**src/rtl/data_mem_bridge.sv**
```systemverilog
// ----------------------------------------------------------------------------
// data_mem_bridge
//
// Converts the single-cycle core's load/store request into a registered
// request/acknowledge bus transaction that tolerates any number of wait
// states. The core is stalled while the transaction is outstanding and is
// released for exactly one commit cycle (DONE). A hung transaction is
// aborted after TIMEOUT cycles in REQ and flagged with a one-cycle busErr.
//
// Parameters
//   TIMEOUT    maximum REQ cycles before abort, legal range 1..65535
//
// Ports
//   clk        core clock (single domain)
//   reset      synchronous, active-high reset
//   memRead    core load request, level, held while stall=1
//   memWrite   core store request, level, held while stall=1 (wins over load)
//   address    byte address from the ALU
//   storeData  lane-aligned store word
//   byteEn     store byte strobes, bit i = byte lane i
//   readData   registered read word to the load unit
//   stall      combinational stall to the core (PC / register write freeze)
//   busErr     one-cycle pulse in the DONE cycle of a timed-out access
//   busReq     registered bus request, high for the whole REQ state
//   busWe      registered direction, 1 = write
//   busAddr    registered word address {address[31:2],2'b00}
//   busWdata   registered copy of storeData
//   busBe      registered strobes, byteEn for writes, 4'hF for reads
//   busRdata   read data from memory, valid with busAck
//   busAck     single-cycle transaction-complete pulse
// ----------------------------------------------------------------------------
module data_mem_bridge #(
    parameter int unsigned TIMEOUT = 255
) (
    input  logic        clk,
    input  logic        reset,
    input  logic        memRead,
    input  logic        memWrite,
    input  logic [31:0] address,
    input  logic [31:0] storeData,
    input  logic [3:0]  byteEn,
    output logic [31:0] readData,
    output logic        stall,
    output logic        busErr,
    output logic        busReq,
    output logic        busWe,
    output logic [31:0] busAddr,
    output logic [31:0] busWdata,
    output logic [3:0]  busBe,
    input  logic [31:0] busRdata,
    input  logic        busAck
);

    typedef enum logic [1:0] {
        IDLE = 2'd0,
        REQ  = 2'd1,
        DONE = 2'd2
    } state_t;

    // Wait counter value seen in the last permitted REQ cycle.
    localparam logic [15:0] CNT_LAST = 16'(TIMEOUT - 1);

    state_t      state_q,    state_d;
    logic [15:0] cnt_q,      cnt_d;
    logic        busReq_q,   busReq_d;
    logic        busWe_q,    busWe_d;
    logic [31:0] busAddr_q,  busAddr_d;
    logic [31:0] busWdata_q, busWdata_d;
    logic [3:0]  busBe_q,    busBe_d;
    logic [31:0] readData_q, readData_d;
    logic        busErr_q,   busErr_d;

    logic        access;

    // Byte offset is irrelevant on a word-wide bus.
    logic        unused_addr_lsbs;
    assign unused_addr_lsbs = ^address[1:0];

    assign access = memRead | memWrite;

    // ------------------------------------------------------------------------
    // State and datapath registers
    // ------------------------------------------------------------------------
    always_ff @(posedge clk) begin
        if (reset) begin
            state_q    <= IDLE;
            cnt_q      <= '0;
            busReq_q   <= 1'b0;
            busWe_q    <= 1'b0;
            busAddr_q  <= '0;
            busWdata_q <= '0;
            busBe_q    <= '0;
            readData_q <= '0;
            busErr_q   <= 1'b0;
        end else begin
            state_q    <= state_d;
            cnt_q      <= cnt_d;
            busReq_q   <= busReq_d;
            busWe_q    <= busWe_d;
            busAddr_q  <= busAddr_d;
            busWdata_q <= busWdata_d;
            busBe_q    <= busBe_d;
            readData_q <= readData_d;
            busErr_q   <= busErr_d;
        end
    end

    // ------------------------------------------------------------------------
    // Next-state and registered-output logic. busReq/busErr are computed as
    // next-state values so they appear on the bus as clean register outputs
    // aligned with the REQ and first DONE cycle respectively.
    // ------------------------------------------------------------------------
    always_comb begin
        state_d    = state_q;
        cnt_d      = cnt_q;
        busReq_d   = busReq_q;
        busWe_d    = busWe_q;
        busAddr_d  = busAddr_q;
        busWdata_d = busWdata_q;
        busBe_d    = busBe_q;
        readData_d = readData_q;
        busErr_d   = 1'b0;

        unique case (state_q)
            IDLE: begin
                busReq_d = 1'b0;
                if (access) begin
                    // Store wins when both requests are raised together.
                    busWe_d    = memWrite;
                    busAddr_d  = {address[31:2], 2'b00};
                    busWdata_d = storeData;
                    busBe_d    = memWrite ? byteEn : 4'hF;
                    cnt_d      = '0;
                    busReq_d   = 1'b1;
                    state_d    = REQ;
                end
            end

            REQ: begin
                // An ack in the final permitted cycle beats the timeout.
                if (busAck) begin
                    if (!busWe_q) begin
                        readData_d = busRdata;
                    end
                    busReq_d = 1'b0;
                    state_d  = DONE;
                end else if (cnt_q == CNT_LAST) begin
                    if (!busWe_q) begin
                        readData_d = '0;
                    end
                    busErr_d = 1'b1;
                    busReq_d = 1'b0;
                    state_d  = DONE;
                end else begin
                    cnt_d = cnt_q + 16'd1;
                end
            end

            DONE: begin
                // Always pass through IDLE so a held or new request is only
                // picked up one cycle after the core commits.
                busReq_d = 1'b0;
                state_d  = IDLE;
            end

            default: begin
                busReq_d = 1'b0;
                state_d  = IDLE;
            end
        endcase
    end

    // ------------------------------------------------------------------------
    // Outputs
    // ------------------------------------------------------------------------
    assign stall    = access && (state_q != DONE);
    assign busReq   = busReq_q;
    assign busWe    = busWe_q;
    assign busAddr  = busAddr_q;
    assign busWdata = busWdata_q;
    assign busBe    = busBe_q;
    assign readData = readData_q;
    assign busErr   = busErr_q;

    // ------------------------------------------------------------------------
    // Structural invariants
    // ------------------------------------------------------------------------
    a_req_only_in_req : assert property (
        @(posedge clk) disable iff (reset) busReq_q == (state_q == REQ));

    a_err_only_in_done : assert property (
        @(posedge clk) disable iff (reset) busErr_q |-> (state_q == DONE));

endmodule

```
**config.mk**
```make
export PLATFORM = sky130hd
export DESIGN_NAME = data_mem_bridge
export DESIGN_NICKNAME = d
export VERILOG_FILES = /design/src/rtl/data_mem_bridge.sv
export SDC_FILE = /design/constraint.sdc
export NUM_CORES = 1
export LEC_CHECK = 0
export CORE_UTILIZATION = 35
export CTS_BUF_LIST = sky130_fd_sc_hd__clkbuf_16
export CTS_CLUSTER_SIZE = 8
export DETAILED_ROUTE_END_ITERATION = 10
export PLACE_DENSITY = 0.74
export SLEW_MARGIN = 5
export SYNTH_ARGS = -nofsm -noshare
export SYNTH_HDL_FRONTEND = slang
export SYNTH_SLANG_ARGS = --single-unit
```
**constraint.sdc**
```tcl
create_clock -name clk -period 2.4 [get_ports clk]
set_input_delay 0.48 -clock clk [delete_from_list [all_inputs] [get_ports clk]]
set_output_delay 0.48 -clock clk [all_outputs]
set_load 0.01 [all_outputs]
```
Word-level counts from Yosys, hierarchy flattened --
Cells that the tools add are included.
Storage, ports and cells: flip-flop bits (word level) 119, bits of input ports 105, output and inout port bits 104, logic and storage cells 47
Operators by class: $add $sub $neg 1, eq/ne operators 7, multiplexer cells 18, bitwise operators 3, reduce and logical (&&, ||, !) cells 9
Operators by type and width (number):
- 32-bit two-way mux | 4
- 16-bit two-way mux | 3
- 16-bit one-hot mux with 2 select lines | 1
- 16-bit by 1-bit adder with 16-bit output (second input constant) | 1
- 16-bit by 8-bit == test with 1-bit output (second input constant) | 1
- 2-bit != test (second input constant) | 4
- 2-bit two-way mux | 3
- 1-bit two-way mux | 4
- 4-bit two-way mux | 1
- 2-bit one-hot mux with 2 select lines | 1
- 2-bit AND reduction | 2
- 4-bit AND reduction | 1
- 2-bit nonzero test | 2
- 3-bit != test (second input constant) | 1
- 3-bit AND reduction | 1
- 3-bit OR reduction | 1
- 2-bit by 1-bit == test with 1-bit output (second input constant) | 1
- 2-bit zero test | 1
- 1-bit NOT | 2
- 1-bit one-hot mux with 2 select lines | 1
- 1-bit logical AND | 1
- 1-bit OR | 1

Logic depth before layout (Yosys ltp) --
Gate-level depths: netlist of run 1.
word-level depth 4, depth in mapped cells 7, mapped depth without buffers 6

Worst setup path after synthesis of run 1 --
Ideal clock, no wire load.
path type register to register, from register cnt_q[11], to register cnt_q[13], setup time 120 ps, data arrival time 1904 ps, slack 376 ps, cell stages (with the launch flop) 5, clock period less this slack 2024 ps, cells stage by stage dfxtp_1 or4_4 or4_4 and4_1 a211o_1
On the way: word-level cells in the longest chain between the ends 4, elaborated cells on any way between the ends 7, classes of those cells 1 x add/sub; 2 x eq/ne; 3 x mux; 1 x reduce/logical
RTL lines:
- start, declared | line 64 | logic [15:0] cnt_q, cnt_d;
- start signal, assigned | line 97 | cnt_q <= cnt_d;
- 16-bit by 1-bit adder with 16-bit output | line 155 | cnt_d = cnt_q + 16'd1;
- 16-bit two-way mux | line 147 | end else if (cnt_q == CNT_LAST) begin
- 16-bit two-way mux | line 141 | if (busAck) begin
- 16-bit one-hot mux with 2 select lines | line 124 | unique case (state_q)
Parallel ways exist; a longest one is shown, timed or not. The select of a mux whose other input is x is not followed. A chain may end at the register's enable or synchronous reset.

Final worst setup path of run 1 --
from register cnt_q[8], to register cnt_q[12]
Same word-level chain as after synthesis.

==> impl_metrics.py, run 1 <==
metrics = {
    "outcome": {
        "outcome": "completed",
    },
    "worst_setup_path": {
        "required_ns": 2.74,
        "crit_slowest_cell": "or4_1",
        "path_max_fanout": 11,
        "cp-end-kind": "register",
        "path_delay_family": "simple AND/OR/NAND/NOR gates",
        "path_class": "register to register",
        "path_buf_inv": 0,
        "start_kind": "register",
        "path_cells": "or4_1 > or4_4 > a21oi_4 > a221o_1",
        "critPathArrivalTime_ns": 2.56,
        "max_stage_delay_ns": 0.67,
    },
    "clocking": {
        "root_buffer": "clkbuf_16",
        "cts_resized": 0,
        "postCtsSetupBuffers": 0,
        "cts.sinks": 119,
        "clk-insertion-delay-late_ns": 0.40,
        "cts_buffers": 17,
        "cts_hold_buffers": 0,
        "cts_max_level": 4,
        "cts_buffer_depth": 2,
        "tritoncts": "done",
        "path_clk_slew_ns": 0.06,
    },
    "layout": {
        "area_growth_pct": 64.7,
        "mostFrequentLayoutCells": "clkdlybuf4s50_1 (203), nand2_1 (134), dfxtp_1 (119), a21oi_1 (65), a22o_1 (33)",
        "stdcell_area_sq_mm": 0.00732,
        "fin_cells": 887,
        "drive_gt1_frac": 0.0807,
        "diodes": 0,
        "final_common_cell": "clkdlybuf4s50_1",
        "nets": 813,
        "post-route-util": 0.600,
    },
    "sta": {
        "tightest_slew_ns": 0.634,
        "setup-violations-final": 0,
        "fin_ws_ns": 0.184,
        "max_freq_mhz": 451,
        "slew_viol_final": 0,
        "whs_ns": 0.451,
        "hold_viol": 0,
        "period_share": 0.924,
        "layout_min_cycle_time_ns": 2.22,
        "final.setup.tns_ns": 0,
        "skew_ns": 0.00776,
        "relSlewSlack": 0.577,
        "rsz0062_at_grt": "false",
    },
    "min_path": {
        "worstHoldPathType": "register to register",
    },
    "floorplan": {
        "dieHeight_um": 115,
        "num_io_pins": 209,
        "initial_core_util": 0.364,
        "rows": 40,
        "fp.dieArea_sq_mm": 0.0132,
        "die_x_um": 115,
        "core-area_sq_mm": 0.0122,
    },
    "grt": {
        "grt_pass1_vias": 4399,
        "grt_max_degree": 68,
        "grt_pass1_wl_mm": 20.9,
        "grt_usage": 0.203,
        "grt_overflow": 0,
        "antenna_found_initial": 0,
    },
    "placement": {
        "dp_hpwl_mm": 9.26,
        "postPlaceCellArea_sq_mm": 0.00672,
        "place_congestion": 0.880,
        "pre_cts_ws_ns": 0.198,
        "dp_cells": 855,
        "port_buffers": 204,
    },
    "logic_synthesis": {
        "yosys_warnings": 0,
        "ys_seq_area_frac": 0.536,
        "ys_types": 43,
        "netlist_area_sq_mm": 0.00445,
        "postSynthAreaPerCell_sq_um": 8.82,
        "synth-seq-cells": 119,
        "syn_inst": 504,
    },
    "pwr": {
        "leakage_nw": 2.74,
        "p_per_area_mw_per_mm2": 762,
        "vdd_drop_max_uv": 383,
        "power.total_mw": 5.58,
    },
    "detailed_routing": {
        "postRouteAntennaNets": 0,
        "viasPerCell": 5.08,
        "wl_per_cell_um": 14.9,
        "first_pass_iters": 4,
        "wl_mm": 13.2,
        "vias": 4506,
        "initialDrtViolationCount": 356,
        "drc": 0,
    },
    "flow_run": {
        "cap_violations": 0,
    },
}
-- cells by family after synthesis --
| logic type | Yosys count | synth area share |
|---|---|---|
| AO/OA/AOI/OAI | 138 | 0.213 |
| buffers and inverters | 43 | 0.0402 |
| adder cells (fa/ha/maj) | 2 | 0.00563 |
| other | 1 | 0.000843 |
| AND/OR/NAND/NOR | 201 | 0.204 |
| flip-flops | 119 | 0.536 |
-- sequential cells by signal, summed over array words and instances, names as in the netlist, 2 cells and up --
name      count
busBe         4
state_q       2
readData     32
busAddr      30
busWdata     32
cnt_q        16
-- cells in the mapped netlist, drive strengths merged --
cell type | count | share of area
a22o | 33 | 0.065
a221oi | 1 | 0.0020
nand2 | 134 | 0.11
o41ai | 1 | 0.0037
clkbuf | 29 | 0.024
a211o | 3 | 0.0059
a31oi | 3 | 0.0076
conb | 1 | 0.00084
buf | 9 | 0.012
nor3b | 1 | 0.0017
a32o | 5 | 0.011
inv | 5 | 0.0042
nor2 | 14 | 0.012
and4 | 3 | 0.0059
o21a | 1 | 0.0017
nor4 | 8 | 0.015
o22ai | 4 | 0.0056
nor3 | 11 | 0.012
a211oi | 4 | 0.0068
nand4 | 9 | 0.013
a221o | 2 | 0.0045
ha | 2 | 0.0056
nor2b | 3 | 0.0042
or4 | 8 | 0.016
a311oi | 1 | 0.0020
nand2b | 1 | 0.0014
o21ai | 5 | 0.0056
a21oi | 67 | 0.078
o31ai | 2 | 0.0034
o211ai | 3 | 0.0051
o31a | 1 | 0.0020
nand3 | 8 | 0.0090
a21o | 2 | 0.0034
dfxtp | 119 | 0.54
and3 | 1 | 0.0014
-- where the power goes --
group	leakage, nW	internal (mW)	switching [mW]
Sequential	0.974	2.10	0.0674
Combinational	1.48	0.465	0.375
Clock	0.289	1.64	0.937
-- area by class of cell --
class,instances,area (sq um)
Tap cell,168,210
Sequential cell,119,2380
Inverter,5,18.8
Timing Repair Buffer,220,2190
Clock buffer,17,425
Multi-Input combinational cell,343,1920
Fill cell,1084,4890
Clock inverter,15,178
-- layer usage --
| metal | global-route usage | share of wire | routed length [um] |
|---|---|---|---|
| met3 | 0.0821 | 0.10 | 1380 |
| met1 | 0.226 | 0.40 | 5250 |
| met5 | 0 | 0 | 0 |
| met2 | 0.339 | 0.48 | 6340 |
| met4 | 0.0978 | 0.021 | 281 |
-- worst paths after layout --
kind / cells after the start / end / from / slack [ns]
worst min register to register: 2 / busWdata[3] / busWdata[3] / 0.45
worst min-delay path: 2 / busWdata[3] / busWdata[3] / 0.45
worst max register to register: 4 / cnt_q[12] / cnt_q[8] / 0.18
worst max-delay path: 4 / cnt_q[12] / cnt_q[8] / 0.18
-- tightest hold or removal path: stages, from the launching register on --
cell	delay (ns)
dfxtp_1	0.30
nand2_1	0.05
a21oi_1	0.05
Power figures use the tool's default switching activity.
==> inputs of run 2 (changes only) <==
- clock period: 2.4 -> 2.1 ns (I/O delays scaled with it)
==> run 2 against run 1 <==
Net effect:
- combinational power is 15% higher
- clock power grew 7%
- cell area is 1.8% higher
- critical endpoint is now cnt_q[14]
==> impl_metrics.py, run 2 (synthesis gave the netlist of run 1 again) <==
metrics = {
    "outcome": {
        "outcome": "completed",
    },
    "worst_setup_path": {
        "start_kind": "register",
        "path_common_cell": "or4_4",
        "crit_slowest_cell": "or4_4",
        "path_class": "register to register",
        "max_stage_delay_ns": 0.59,
        "critPathArrivalTime_ns": 2.34,
        "path_delay_family": "simple AND/OR/NAND/NOR gates",
        "path_max_fanout": 6,
        "crit_start": "cnt_q[11]",
        "path_cells": "or4_4 > or4_4 > and4_1 > a211o_1",
        "path_buf_inv": 0,
        "required_ns": 2.39,
        "reg2reg_from": "cnt_q[11]",
        "cp-end-kind": "register",
    },
    "detailed_routing": {
        "wl_mm": 13.3,
        "initialDrtViolationCount": 345,
        "wl_per_cell_um": 14.7,
        "viasPerCell": 4.94,
        "drc": 0,
        "vias": 4483,
        "first_pass_iters": 5,
        "postRouteAntennaNets": 0,
    },
    "floorplan": {
        "dieHeight_um": 115,
        "die_x_um": 115,
        "num_io_pins": 209,
        "rows": 40,
        "core-area_sq_mm": 0.0122,
        "fp.dieArea_sq_mm": 0.0132,
        "initial_core_util": 0.364,
    },
    "pwr": {
        "switchingPower_mw": 1.61,
        "vdd_drop_max_uv": 411,
        "pwr-share-seq": 0.400,
        "p_per_area_mw_per_mm2": 831,
        "internal_power_mw": 4.59,
        "leakage_nw": 2.83,
        "p_sw_frac": 0.259,
        "power.total_mw": 6.20,
        "pwr-share-clk": 0.444,
        "pwr-share-comb": 0.156,
    },
    "sta": {
        "skew_ns": 0.00814,
        "max_freq_mhz": 487,
        "whs_ns": 0.407,
        "setup-violations-final": 0,
        "rsz0062_at_grt": "false",
        "relSlewSlack": 0.629,
        "period_share": 0.978,
        "hold_viol": 0,
        "slew_viol_final": 0,
        "fin_ws_ns": 0.0469,
        "tightest_slew_ns": 0.552,
        "final.setup.tns_ns": 0,
        "layout_min_cycle_time_ns": 2.05,
    },
    "min_path": {
        "worstHoldPathType": "primary input to register",
        "hold_path.startpoint": "reset",
    },
    "layout": {
        "final_common_cell": "clkdlybuf4s50_1",
        "post-route-util": 0.611,
        "area_growth_pct": 67.7,
        "diodes": 0,
        "nets": 833,
        "drive_gt1_frac": 0.110,
        "mostFrequentLayoutCells": "clkdlybuf4s50_1 (202), nand2_1 (134), dfxtp_1 (118), a21oi_1 (65), a22o_1 (33)",
    },
    "flow_run": {
        "cap_violations": 0,
    },
    "grt": {
        "grt_max_degree": 68,
        "grt_pass1_wl_mm": 21.2,
        "antenna_found_initial": 0,
        "grt_pass1_vias": 4517,
        "grt_usage": 0.207,
        "grt_overflow": 0,
    },
    "clocking": {
        "cts_buffers": 17,
        "tritoncts": "done",
        "cts_buffer_depth": 2,
        "path_clk_slew_ns": 0.06,
        "clk-insertion-delay-late_ns": 0.40,
        "cts_max_level": 4,
        "cts_hold_buffers": 0,
        "root_buffer": "clkbuf_16",
        "cts.sinks": 119,
    },
    "placement": {
        "dp_hpwl_mm": 9.43,
        "pre_cts_ws_ns": -0.0397,
        "port_buffers": 204,
        "place_congestion": 0.854,
    },
}
[run 2: path summary, 6_finish.rpt]
| path | end | slack (ns) | depth (start not counted) |
|---|---|---|---|
| max | cnt_q[14] | 0.05 | 4 |
| max reg2reg | cnt_q[14] | 0.05 | 4 |
| min reg2reg | busWdata[17] | 0.45 | 2 |
| min | busWdata[14] | 0.41 | 2 |
[run 2: final cells by class]
class,instances,area (sq um)
fill,1072,4750
sequential,119,2380
tap,168,210
clock buffer,17,425
timing repair buffer,240,2360
inverter,5,18.8
clock inverter,15,145
multi-input combinational,343,1920
[run 2: stage by stage]
step | cells | area [sq um]
after global placement | 872 | 6860
final | 907 | 7460
after global routing | 907 | 7460
after CTS | 904 | 7430
after detailed placement | 872 | 6860
after floorplan | 505 | 4450
[run 2: repair_timing]
item | in CTS | in global routing
setup buffers | 0 | 3
setup endpoints to repair | 4 | 44
pin swaps | 1 | 2
gates resized for setup | 2 | 1
cloned | 0 | 0
[run 2: power by group through the flow]
stage / Combinational, mW / Clock [mW] / Sequential [mW]
4_1_cts: 0.977 / 2.82 / 2.48
3_5_place_dp: 0.971 / 0 / 2.52
2_1_floorplan: 0.327 / 0 / 2.58
5_1_grt: 1.05 / 2.95 / 2.49
3_3_place_gp: 0.955 / 0 / 2.52
6_report: 0.968 / 2.75 / 2.48
[run 2: worst reg2reg max path, stage by stage (launching register included)]
cell     delay [ns]
dfxtp_1        0.31
or4_4          0.59
or4_4          0.58
and4_1         0.19
a211o_1        0.26
[run 2: per-layer routing]
metal,share of wire,wire length (um),vias to the layer above,GRT usage
li1,-,-,2229,-
met1,0.42,5570,2022,0.236
met2,0.47,6220,207,0.346
met3,0.093,1230,25,0.0693
met4,0.023,304,0,0.102
met5,0,0,-,0
==> inputs of run 3 (changes only) <==
- PLACE_DENSITY: 0.74 -> 0.7
==> run 3 against run 2 <==
Net effect:
- die area is the same
- global-route usage grew 0.11 points
- non-clock buffer count shrank 1
- clock power shrank 4%
- final cell count down 0.11%
- utilization fell by 0.25 points
- clock skew rose by 0.0069 ns
- sequential power is essentially flat
==> impl_metrics.py, run 3 (synthesis gave the netlist of run 1 again) <==
metrics = {
    "outcome": {
        "outcome": "completed",
    },
    "pwr": {
        "power.total_mw": 6.10,
        "p_per_area_mw_per_mm2": 822,
        "vdd_drop_max_uv": 420,
        "leakage_nw": 2.81,
    },
    "sta": {
        "tightest_slew_ns": 0.703,
        "skew_ns": 0.0151,
        "relSlewSlack": 0.531,
        "final.setup.tns_ns": 0,
        "period_share": 0.981,
        "rsz0062_at_grt": "false",
        "max_freq_mhz": 485,
        "hold_viol": 0,
        "layout_min_cycle_time_ns": 2.06,
        "slew_viol_final": 0,
        "setup-violations-final": 0,
    },
    "worst_setup_path": {
        "reg2reg_from": "cnt_q[13]",
        "ff2ff_path_depth": 4,
        "cp-end-kind": "register",
        "required_ns": 2.45,
        "path_class": "register to register",
        "timing.rr.end": "cnt_q[15]",
        "critPathArrivalTime_ns": 2.41,
        "start_kind": "register",
        "endpoint": "cnt_q[15]",
        "regToRegSetupSlack_ns": 0.04,
        "path_max_fanout": 10,
        "crit_start": "cnt_q[13]",
    },
    "placement": {
        "postPlaceCellArea_sq_mm": 0.00686,
        "place_congestion": 0.898,
        "dp_hpwl_mm": 9.94,
        "port_buffers": 204,
    },
    "clocking": {
        "cts_buffers": 17,
        "clk-insertion-delay-late_ns": 0.42,
        "cts_buffer_depth": 2,
        "cts.sinks": 119,
        "path_clk_slew_ns": 0.06,
        "root_buffer": "clkbuf_16",
        "tritoncts": "done",
        "cts_hold_buffers": 0,
        "cts_max_level": 4,
    },
    "detailed_routing": {
        "initialDrtViolationCount": 308,
        "top_layer": "met4",
        "wl_per_cell_um": 15.3,
        "met3RoutedLength_mm": 1.37,
        "viasPerCell": 5.19,
        "postRouteAntennaNets": 0,
        "met2_length_mm": 6.57,
        "wl_mm": 13.9,
        "wl_met1_mm": 5.46,
        "vias": 4698,
        "drc": 0,
        "first_pass_iters": 5,
    },
    "grt": {
        "antenna_found_initial": 0,
        "grt_pass1_vias": 4375,
        "grt_usage": 0.208,
        "grt_pass1_wl_mm": 21.2,
        "grt_overflow": 0,
        "grt_max_degree": 66,
    },
    "floorplan": {
        "rows": 40,
        "die_x_um": 115,
        "fp.dieArea_sq_mm": 0.0132,
        "dieHeight_um": 115,
        "num_io_pins": 209,
        "core-area_sq_mm": 0.0122,
        "initial_core_util": 0.364,
    },
    "layout": {
        "mostFrequentLayoutCells": "clkdlybuf4s50_1 (202), nand2_1 (134), dfxtp_1 (119), a21oi_1 (65), a22o_1 (33)",
        "fillCellCount": 1102,
        "layout.area.seq_sq_mm": 0.00238,
        "nets": 832,
        "area_growth_pct": 67.1,
        "diodes": 0,
        "multi_input_area_sq_mm": 0.00193,
        "final_common_cell": "clkdlybuf4s50_1",
        "stdcell_area_sq_mm": 0.00743,
        "drive_gt1_frac": 0.108,
    },
    "flow_run": {
        "cap_violations": 0,
    },
    "min_path": {
        "worstHoldPathType": "register to register",
    },
}
run 3: power breakdown:
group / internal (mW) / switching, mW / leakage (nW)
sequential: 2.40 / 0.0762 / 0.974
combinational: 0.548 / 0.445 / 1.58
clock: 1.53 / 1.11 / 0.256
total: 4.47 / 1.63 / 2.81
run 3: per-stage QoR:
stage / util / cells / setup slack [ns] / hold slack (ns)
final: 0.608 / 906 / 0.0392 / 0.450
after detailed placement: 0.562 / 872 / -0.0707 / 0.446
after global placement: 0.562 / 872 / -0.0305 / 0.441
after floorplan: - / 505 / 0.0761 / 0.481
after CTS: 0.606 / 904 / 0.00710 / 0.445
after global routing: 0.608 / 906 / 0.000528 / 0.466
run 3: cell type report:
type	count	share of cell area
Sequential cell	119	0.321
Timing Repair Buffer	239	0.316
Multi-Input combinational cell	343	0.259
Clock buffer	17	0.0573
Tap cell	168	0.0283
Clock inverter	15	0.0158
Inverter	5	0.00253
run 3: how the worst min path moves through the flow:
stage,start,end,slack [ns],cells after the start
3_3_place_gp,busWdata[11],busWdata[11],0.44,2
5_1_grt,busWdata[15],busWdata[15],0.47,2
6_report,busWdata[25],busWdata[25],0.45,2
4_1_cts,reset,state_q[1],0.44,3
2_1_floorplan,busAddr[10],busAddr[10],0.48,2
3_5_place_dp,busAddr[31],busAddr[31],0.45,2
run 3: repair_timing:
item | in CTS | in global routing
setup buffers | 0 | 2
pin swaps | 1 | 4
setup endpoints to repair | 4 | 12
resized for setup | 1 | 2
run 3: metal layers:
layer | vias up | global-route usage
met5 | - | 0
met4 | 0 | 0.113
met3 | 41 | 0.0741
met2 | 255 | 0.352
met1 | 2175 | 0.228
li1 | 2227 | -
run 3: critical path, cell delays in order (launching register included):
cell	delay [ns]
dfxtp_1	0.31
or4_4	0.59
or4_4	0.63
a21oi_4	0.29
a221o_1	0.19
